**src/rtl/wd33c93_host_responder.sv**
```systemverilog
// WD33C93 host-bus responder: indirect register file, 24-bit transfer counter, byte FIFO and DREQ_.
// Build option: define WD_ADDR_AUTOINC_EN to post-increment ADDR on data-register accesses.
module wd33c93_host_responder #(
  parameter int FIFO_DEPTH = 12
) (
  input  logic       CPUCLK,
  input  logic       RESET,
  input  logic       SCSI_CS,
  input  logic       RE,
  input  logic       WE,
  input  logic       DACK,
  input  logic       A0,
  input  logic [7:0] DIN,
  output logic [7:0] DOUT,
  output logic       DOE,
  output logic       DREQ_,
  input  logic [7:0] TX_DATA,
  input  logic       TX_VALID,
  output logic       TX_READY,
  output logic [7:0] RX_DATA,
  output logic       RX_VALID,
  input  logic       RX_READY
);
  // state    | meaning
  // IDLE     | waiting for a start command
  // XFER_IN  | target->host: TX fills FIFO, DMA reads drain it
  // XFER_OUT | host->target: DMA writes fill FIFO, RX drains it
  // DONE     | one cycle: post status, raise INT, flush FIFO

`ifdef WD_ADDR_AUTOINC_EN
  localparam logic ADDR_AUTOINC = 1'b1;
`else
  localparam logic ADDR_AUTOINC = 1'b0;
`endif

  localparam int PW = (FIFO_DEPTH > 1) ? $clog2(FIFO_DEPTH) : 1;
  localparam int CW = $clog2(FIFO_DEPTH + 1);
  localparam logic [4:0] A_TC_HI  = 5'h12;
  localparam logic [4:0] A_TC_MID = 5'h13;
  localparam logic [4:0] A_TC_LO  = 5'h14;
  localparam logic [4:0] A_STATUS = 5'h17;
  localparam logic [4:0] A_CMD    = 5'h18;

  typedef enum logic [1:0] {IDLE, XFER_IN, XFER_OUT, DONE} state_t;

  state_t          state;
  logic [7:0]      regs [0:31];
  logic [4:0]      addr;
  logic [23:0]     tc;
  logic            int_q;
  logic [7:0]      fifo [0:FIFO_DEPTH-1];
  logic [PW-1:0]   rd_ptr, wr_ptr;
  logic [CW-1:0]   count;

  logic re_q, we_q, cs_q, dack_q, a0_q;
  logic re_p, we_p, cs_p, dack_p, a0_p;
  logic [7:0] din_q, din_p;

  logic re_fall, we_fall, re_rise, dma_rd, dma_wr, reg_rd, reg_wr;
  logic full, empty, bsy, push, pop, start_cmd;
  logic [7:0] push_data, aux;
  logic [23:0] tc_cfg;

  function automatic logic [PW-1:0] ptr_inc(input logic [PW-1:0] p);
    return (p == PW'(FIFO_DEPTH - 1)) ? '0 : p + PW'(1);
  endfunction

  // Falls are judged on the previous registered sample so CS/DACK/A0/DIN are those seen during the strobe.
  assign re_fall   = re_p & ~re_q & ~we_p;
  assign we_fall   = we_p & ~we_q & ~re_p;
  assign re_rise   = re_q & ~re_p;
  assign dma_rd    = re_fall & dack_p;
  assign dma_wr    = we_fall & dack_p;
  assign reg_rd    = re_fall & cs_p & ~dack_p;
  assign reg_wr    = we_fall & cs_p & ~dack_p;
  assign full      = (count == CW'(FIFO_DEPTH));
  assign empty     = (count == '0);
  assign bsy       = (state != IDLE);
  assign start_cmd = (din_p[7:1] == 7'b0010000);
  assign tc_cfg    = {regs[A_TC_HI], regs[A_TC_MID], regs[A_TC_LO]};
  assign aux       = {int_q, 5'b0, bsy, ~DREQ_};
  assign DOE       = re_q & (cs_q | dack_q);
  assign TX_READY  = (state == XFER_IN) & ~full;
  assign RX_VALID  = (state == XFER_OUT) & ~empty;
  assign RX_DATA   = fifo[rd_ptr];

  always_comb begin
    DREQ_     = 1'b1;
    push      = 1'b0;
    pop       = 1'b0;
    push_data = 8'h00;
    case (state)
      XFER_IN: begin
        DREQ_     = ~(~empty & (tc != '0));
        push      = TX_VALID & ~full;
        push_data = TX_DATA;
        pop       = dma_rd & ~empty;
      end
      XFER_OUT: begin
        DREQ_     = ~(~full & (tc != '0));
        push      = dma_wr & ~full;
        push_data = din_p;
        pop       = ~empty & RX_READY;
      end
      default: ;
    endcase
  end

  always_ff @(posedge CPUCLK) begin
    if (RESET) begin
      {re_q, we_q, cs_q, dack_q, a0_q} <= '0;
      {re_p, we_p, cs_p, dack_p, a0_p} <= '0;
      din_q <= '0;
      din_p <= '0;
    end else begin
      {re_q, we_q, cs_q, dack_q, a0_q} <= {RE, WE, SCSI_CS, DACK, A0};
      {re_p, we_p, cs_p, dack_p, a0_p} <= {re_q, we_q, cs_q, dack_q, a0_q};
      din_q <= DIN;
      din_p <= din_q;
    end
  end

  always_ff @(posedge CPUCLK) begin
    if (RESET) begin
      state  <= IDLE;
      addr   <= '0;
      tc     <= '0;
      int_q  <= 1'b0;
      DOUT   <= '0;
      rd_ptr <= '0;
      wr_ptr <= '0;
      count  <= '0;
      for (int i = 0; i < 32; i++) regs[i] <= '0;
      for (int i = 0; i < FIFO_DEPTH; i++) fifo[i] <= '0;
    end else begin
      if (re_rise) begin
        if (dack_q)
          DOUT <= (state == XFER_IN && !empty) ? fifo[rd_ptr] : 8'hFF;
        else if (cs_q)
          DOUT <= a0_q ? regs[addr] : aux;
      end

      if (push) begin
        fifo[wr_ptr] <= push_data;
        wr_ptr       <= ptr_inc(wr_ptr);
      end
      if (pop) rd_ptr <= ptr_inc(rd_ptr);
      case ({push, pop})
        2'b10:   count <= count + CW'(1);
        2'b01:   count <= count - CW'(1);
        default: ;
      endcase

      if (reg_wr && !a0_p) addr <= din_p[4:0];
      if (reg_wr && a0_p) begin
        if (addr == A_CMD && start_cmd) begin
          if (state == IDLE) begin
            regs[A_CMD] <= din_p;
            tc          <= tc_cfg;
            if (tc_cfg == '0) state <= DONE;
            else              state <= din_p[0] ? XFER_OUT : XFER_IN;
          end else begin
            regs[A_STATUS] <= 8'h05;
            int_q          <= 1'b1;
          end
        end else begin
          regs[addr] <= din_p;
        end
      end
      if (reg_rd && a0_p && addr == A_STATUS) int_q <= 1'b0;
      if (ADDR_AUTOINC && (reg_wr || reg_rd) && a0_p && addr != A_CMD) addr <= addr + 5'd1;

      if (((dma_rd && state == XFER_IN) || (dma_wr && state == XFER_OUT)) && tc != '0)
        tc <= tc - 24'd1;

      case (state)
        XFER_IN:  if (tc == '0) state <= DONE;
        XFER_OUT: if (tc == '0 && empty) state <= DONE;
        DONE: begin
          regs[A_STATUS] <= 8'h16;
          int_q          <= 1'b1;
          rd_ptr         <= '0;
          wr_ptr         <= '0;
          count          <= '0;
          state          <= IDLE;
        end
        default: ;
      endcase
    end
  end
endmodule

```
**config.mk**
```make
export PLATFORM = sky130hd
export DESIGN_NAME = wd33c93_host_responder
export DESIGN_NICKNAME = d
export VERILOG_FILES = /design/src/rtl/wd33c93_host_responder.sv
export SDC_FILE = /design/constraint.sdc
export NUM_CORES = 1
export LEC_CHECK = 0
export BUFFER_PORTS_ARGS = -buffer_cell sky130_fd_sc_hd__buf_4
export CAP_MARGIN = 40
export CORE_AREA = 2 2 211 213
export CTS_CLUSTER_DIAMETER = 40
export DETAILED_ROUTE_END_ITERATION = 8
export DIE_AREA = 0 0 213 215
export GPL_ROUTABILITY_DRIVEN = 0
export GPL_TIMING_DRIVEN = 0
export PLACE_DENSITY = 0.67
export SYNTH_ARGS = -nofsm -noshare
export SYNTH_HDL_FRONTEND = slang
export SYNTH_SLANG_ARGS = --single-unit
export TNS_END_PERCENT = 5
```
**constraint.sdc**
```tcl
create_clock -name CPUCLK -period 7 [get_ports CPUCLK]
set_input_delay 0.35 -clock CPUCLK [delete_from_list [all_inputs] [get_ports CPUCLK]]
set_output_delay 0.35 -clock CPUCLK [all_outputs]
set_load 0.005 [all_outputs]
```
# Word level (Yosys, flattened, before mapping)
# Memory sizes are Yosys's and may differ from the RTL's. A register that Yosys moved wholly into a read port is not among the register bits.
# Index checks and enable logic that the tools add are counted.
# totals
elab_cells,172
ram_bits,352
latch_bits,0
out_inout_bits,20
rom_bits,0
n_memories,2
regBits,78
in_bits,25
# memory_table
name,words,word_bits,rd,rd_clocked_by_memory_dff,write_ports,line,rtl
regs,32,8,4,1,32,47,logic [7:0] regs [0:31];
fifo,12,8,1,1,12,51,logic [7:0] fifo [0:FIFO_DEPTH-1];
# op_classes
n_reduce_logical,32
eq_ne,13
shifts,0
magnitude_cmp,0
add_sub_neg,5
bitwise_logic,37
div,0
muxes,63
mul,0
# ops
operator,count
$mux W24,4
$mux W8,9
$logic_not A24 Y1,2
$mux W1,29
$reduce_bool A24 Y1,1
$sub A24 B1 Y24 const B,1
$and A1 B1 Y1,22
$mux W4,5
$pmux W8 S2,1
$reduce_or A8 Y1,2
$eq A5 B5 Y1 const B,3
$mux W5,3
$mux W2,7
$add A4 B1 Y4 const B,3
$eq A4 B4 Y1 const B,3
$reduce_bool A2 Y1,6
$not A1 Y1,11
$logic_and A1 B1 Y1,10
$pmux W4 S2,1
$eq A7 B5 Y1 const B,1
$eq A2 B2 Y1 const B,3
$pmux W1 S2,3
$pmux W2 S3,1
$reduce_and A3 Y1,2
11 further kinds,17

# Depth between registers and ports, before layout
# depth
word_depth,12
mapped_depth,14
ltp_nobuf,13

# Worst setup path after synthesis
# Ideal clock, no wire load.
# synth_path
path_type,register -> register
start,reg state[0]
end,reg count[3]
n_path_buf,1
stages_incl_launch_ff,15
setup_ns,0.070
synth_period_minus_slack_ns,2.729
path_slack_ns,4.271
arrival_time_ns,2.659
required_ns,6.930
cell_sequence,dfxtp_1 inv_1 ha_1 buf_2 nor2b_1 a41oi_1 nor3b_2 inv_2 ha_1 ha_1 a21o_1 a21oi_1 xnor2_1 or3_1 a21oi_1
# synth_via
elab_chain_len,4
elab_cells_between_ends,10
cone_classes,5 x eq/ne; 3 x mux; 2 x reduce/logical
# synth_rtl
item,line,rtl
"start, declared",46,state_t state;
"start signal, assigned",161,else state <= din_p[0] ? XFER_OUT : XFER_IN;
$eq A2 B2 Y1 or $eq A2 B1 Y1 (tied branches),92,case (state)
$pmux W1 S2,92,
$eq A2 B1 Y1 or $eq A2 B2 Y1 (tied branches),148,"case ({push, pop})"
$pmux W4 S2 or $reduce_bool A2 Y1 (tied branches),-,
"end signal, assigned",149,2'b10: count <= count + CW'(1);
"end signal, assigned",150,2'b01: count <= count - CW'(1);
"end, declared",53,logic [CW-1:0] count;
# Several ways; a longest one is shown, not always the timed one.
# A chain may end at the register's enable or synchronous reset.

==> results.cfg <==
[final_layout]
drive_above_1_share_pct = 16.73
nFillCells = 3534
fin_nets = 1811
final_cell_mix = edfxtp_1 (384), and2_1 (249), nor2_1 (186)
final_area_mm2 = 0.02477
final_cells = 2415
regArea_mm2 = 0.01327
multi_input_area_mm2 = 0.007707
antennaDiodeCount = 0
layout_commonest_cell = edfxtp_1
area_growth_pct = 15.33

[route]
detail-route-antenna-nets = 0
drc = 0
first_pass_iters = 5
drt_wl_total_mm = 59.59
drt_iter0_drc = 1696
avgViaCountPerCell = 5.892
wire_per_inst_um = 24.67
vias = 14230

[power]
power_density_mw_per_mm2 = 259.0
p_leak_nw = 8.658
peakVddDrop_mv = 0.1822

[timing]
fmax_mhz = 271.4
hold_slack_ps = 201.6
fin_crit_sh_pct = 52.64
worstMarginPinSlew_ps = 944.9
drv_slew = 0
fin_ws_ps = 3315
finalClockSkew_ps = 28.60
finalSetupTns_ps = 0
hold_viol_final = 0
rsz0062_at_grt = false
setup_violations = 0
period_needed_ps = 3685
slew_headroom_pct = 37.01

[worst_setup_path]
cp.arrival_ps = 3980
cp-start-kind = register
critPathRequiredTime_ps = 7290
cp_max_fo = 10
rrSetupSlack_ps = 3320
cp-end-kind = register
path_class = register to register

[clock_network]
post_cts_resized = 0
numCtsBuffers = 60
cts-root-buf = clkbuf_16
clk_pin_slew_ps = 60
clkLatencyLatePin_ps = 640
cts_setup_buffers = 0
clk_path_buf_depth = 3
htreeDepth = 2
cts_tree = built
cts_sinks = 471

[global_route]
grt_pass1_vias = 14130
grt_use_total_pct = 26.12
grt_max_degree = 17
antenna_found_initial = 0
grt_overflow = 0
grt_pass1_wl_mm = 87.48

[place]
io_buffers = 43
placed_area_mm2 = 0.02260
dpl.hpwl_mm = 41.43
placedCellCount = 2288
dp_slack_ps = 3398

[yosys]
synth-seq-cells = 471
ys_types = 67
syn_nets = 1688
syn_inst = 1648
synth-seq-area-share_pct = 61.81
yosys_warnings = 0
syn-mean-instance-area_um2 = 13.03
ys.flop_type = edfxtp_1
synth_edf_count = 384
async_flop_share_pct = 0
synth_area_mm2 = 0.02147

[floorplan]
core.rowCount = 77
core-area_mm2 = 0.04364
io_pins = 45
initial_core_util_pct = 49.20
die_w_um = 213
die_y_um = 215
die_area_mm2 = 0.04580

[hold_path]
hold_path_class = input port to register

[outcome]
status = complete, no violations

[job]
drv_cap = 0
[report_power, final]
group,switching (mW),total [mW],leakage [nW],internal [mW]
Combinational,0.121,0.185,2.98,0.0643
Sequential,0.0399,3.14,4.69,3.10
Clock,1.29,3.09,0.989,1.80
Total,1.45,6.41,8.66,4.96
[worst paths after layout]
kind / start / endpoint / cells after the start
min reg2reg: din_q[0]$_SDFF_PP0_ / din_p[0]$_SDFF_PP0_ / 1
max: addr[4]$_SDFFE_PP0P_ / regs[29][7]$_SDFFCE_PN0P_ / 7
min: RESET / a0_p$_SDFF_PP0_ / 2
max reg2reg: addr[4]$_SDFFE_PP0P_ / regs[29][7]$_SDFFCE_PN0P_ / 7
[through the flow]
step	util, %	power, mW
global route	56.74	6.547
floorplan	-	3.272
finish	56.74	6.413
detailed placement	51.78	3.371
CTS	56.74	6.419
global placement	51.64	3.364
[cell type report]
cell class	count	share of cell area [%]
Buffer	104	1.693
Clock buffer	73	6.725
Clock inverter	41	1.495
Inverter	25	0.3789
Multi-Input combinational cell	1048	31.12
Sequential cell	471	53.59
Tap cell	592	2.991
Timing Repair Buffer	61	2.001
[synth_stat cells (9+ instances only)]
cell | n | area [µm²]
nor3_1 | 13 | 65.06
o22ai_1 | 15 | 93.84
edfxtp_1 | 384 | 11530
mux4_2 | 79 | 1779
dfxtp_1 | 87 | 1742
nor2_1 | 186 | 698.2
and2_1 | 249 | 1558
o21ai_0 | 20 | 100.1
buf_2 | 20 | 100.1
nor2b_1 | 45 | 281.5
mux2i_1 | 53 | 530.5
o311ai_0 | 10 | 87.58
a22oi_1 | 27 | 202.7
a21oi_1 | 28 | 140.1
a22o_1 | 9 | 78.83
nand3_1 | 18 | 90.09
or2_2 | 39 | 244.0
a31oi_1 | 12 | 75.07
clkbuf_1 | 78 | 292.8
nand2b_1 | 18 | 112.6
inv_1 | 24 | 90.09
ha_1 | 14 | 175.2
nand2_1 | 84 | 315.3
nor4_1 | 11 | 68.82
or3_1 | 10 | 62.56
[cells by family after synthesis]
| kind of cell | count (synthesis) | synth area share (%) |
|---|---|---|
| AO/OA/AOI/OAI | 171 | 5.588 |
| XOR/XNOR | 3 | 0.1224 |
| adder cells (fa/ha/maj) | 15 | 0.9090 |
| buffers and inverters | 129 | 2.389 |
| flip-flops | 471 | 61.81 |
| multiplexers | 133 | 10.81 |
| AND/OR/NAND/NOR | 726 | 18.37 |
[timing repair]
| item | 4_1_cts | 5_1_grt |
|---|---|---|
| hold buffers | 13 | 0 |
| hold endpoints to repair | 13 | 0 |
| setup endpoints to repair | 0 | 0 |
[critical path, stage by stage, from the launching register on]
cell and delay [ps]:
dfxtp_1 290, clkbuf_1 300, nand3b_1 380, and4b_1 290, nor4_4 320, nand3b_1 580, nor2_1 770, or2_2 400
[sequential cells by signal, indices dropped and copies added (netlist names), 2 cells and up, named ones only]
name / cells
fifo: 128
wr_ptr: 4
din_q: 8
regs: 256
DOUT: 8
addr: 5
state: 2
tc: 24
rd_ptr: 4
din_p: 8
count: 4
[layer usage]
metal | global-route usage, % | wire, µm | share of wire (%) | vias up
met5 | 0 | 0 | 0 | -
met4 | 10.47 | 2414 | 4.1 | 0
met3 | 5.875 | 5396 | 9.1 | 170
met2 | 42.81 | 28880 | 48 | 692
met1 | 33.65 | 22890 | 38 | 7038
li1 | - | - | - | 6328
Power figures use the tool's default switching activity.
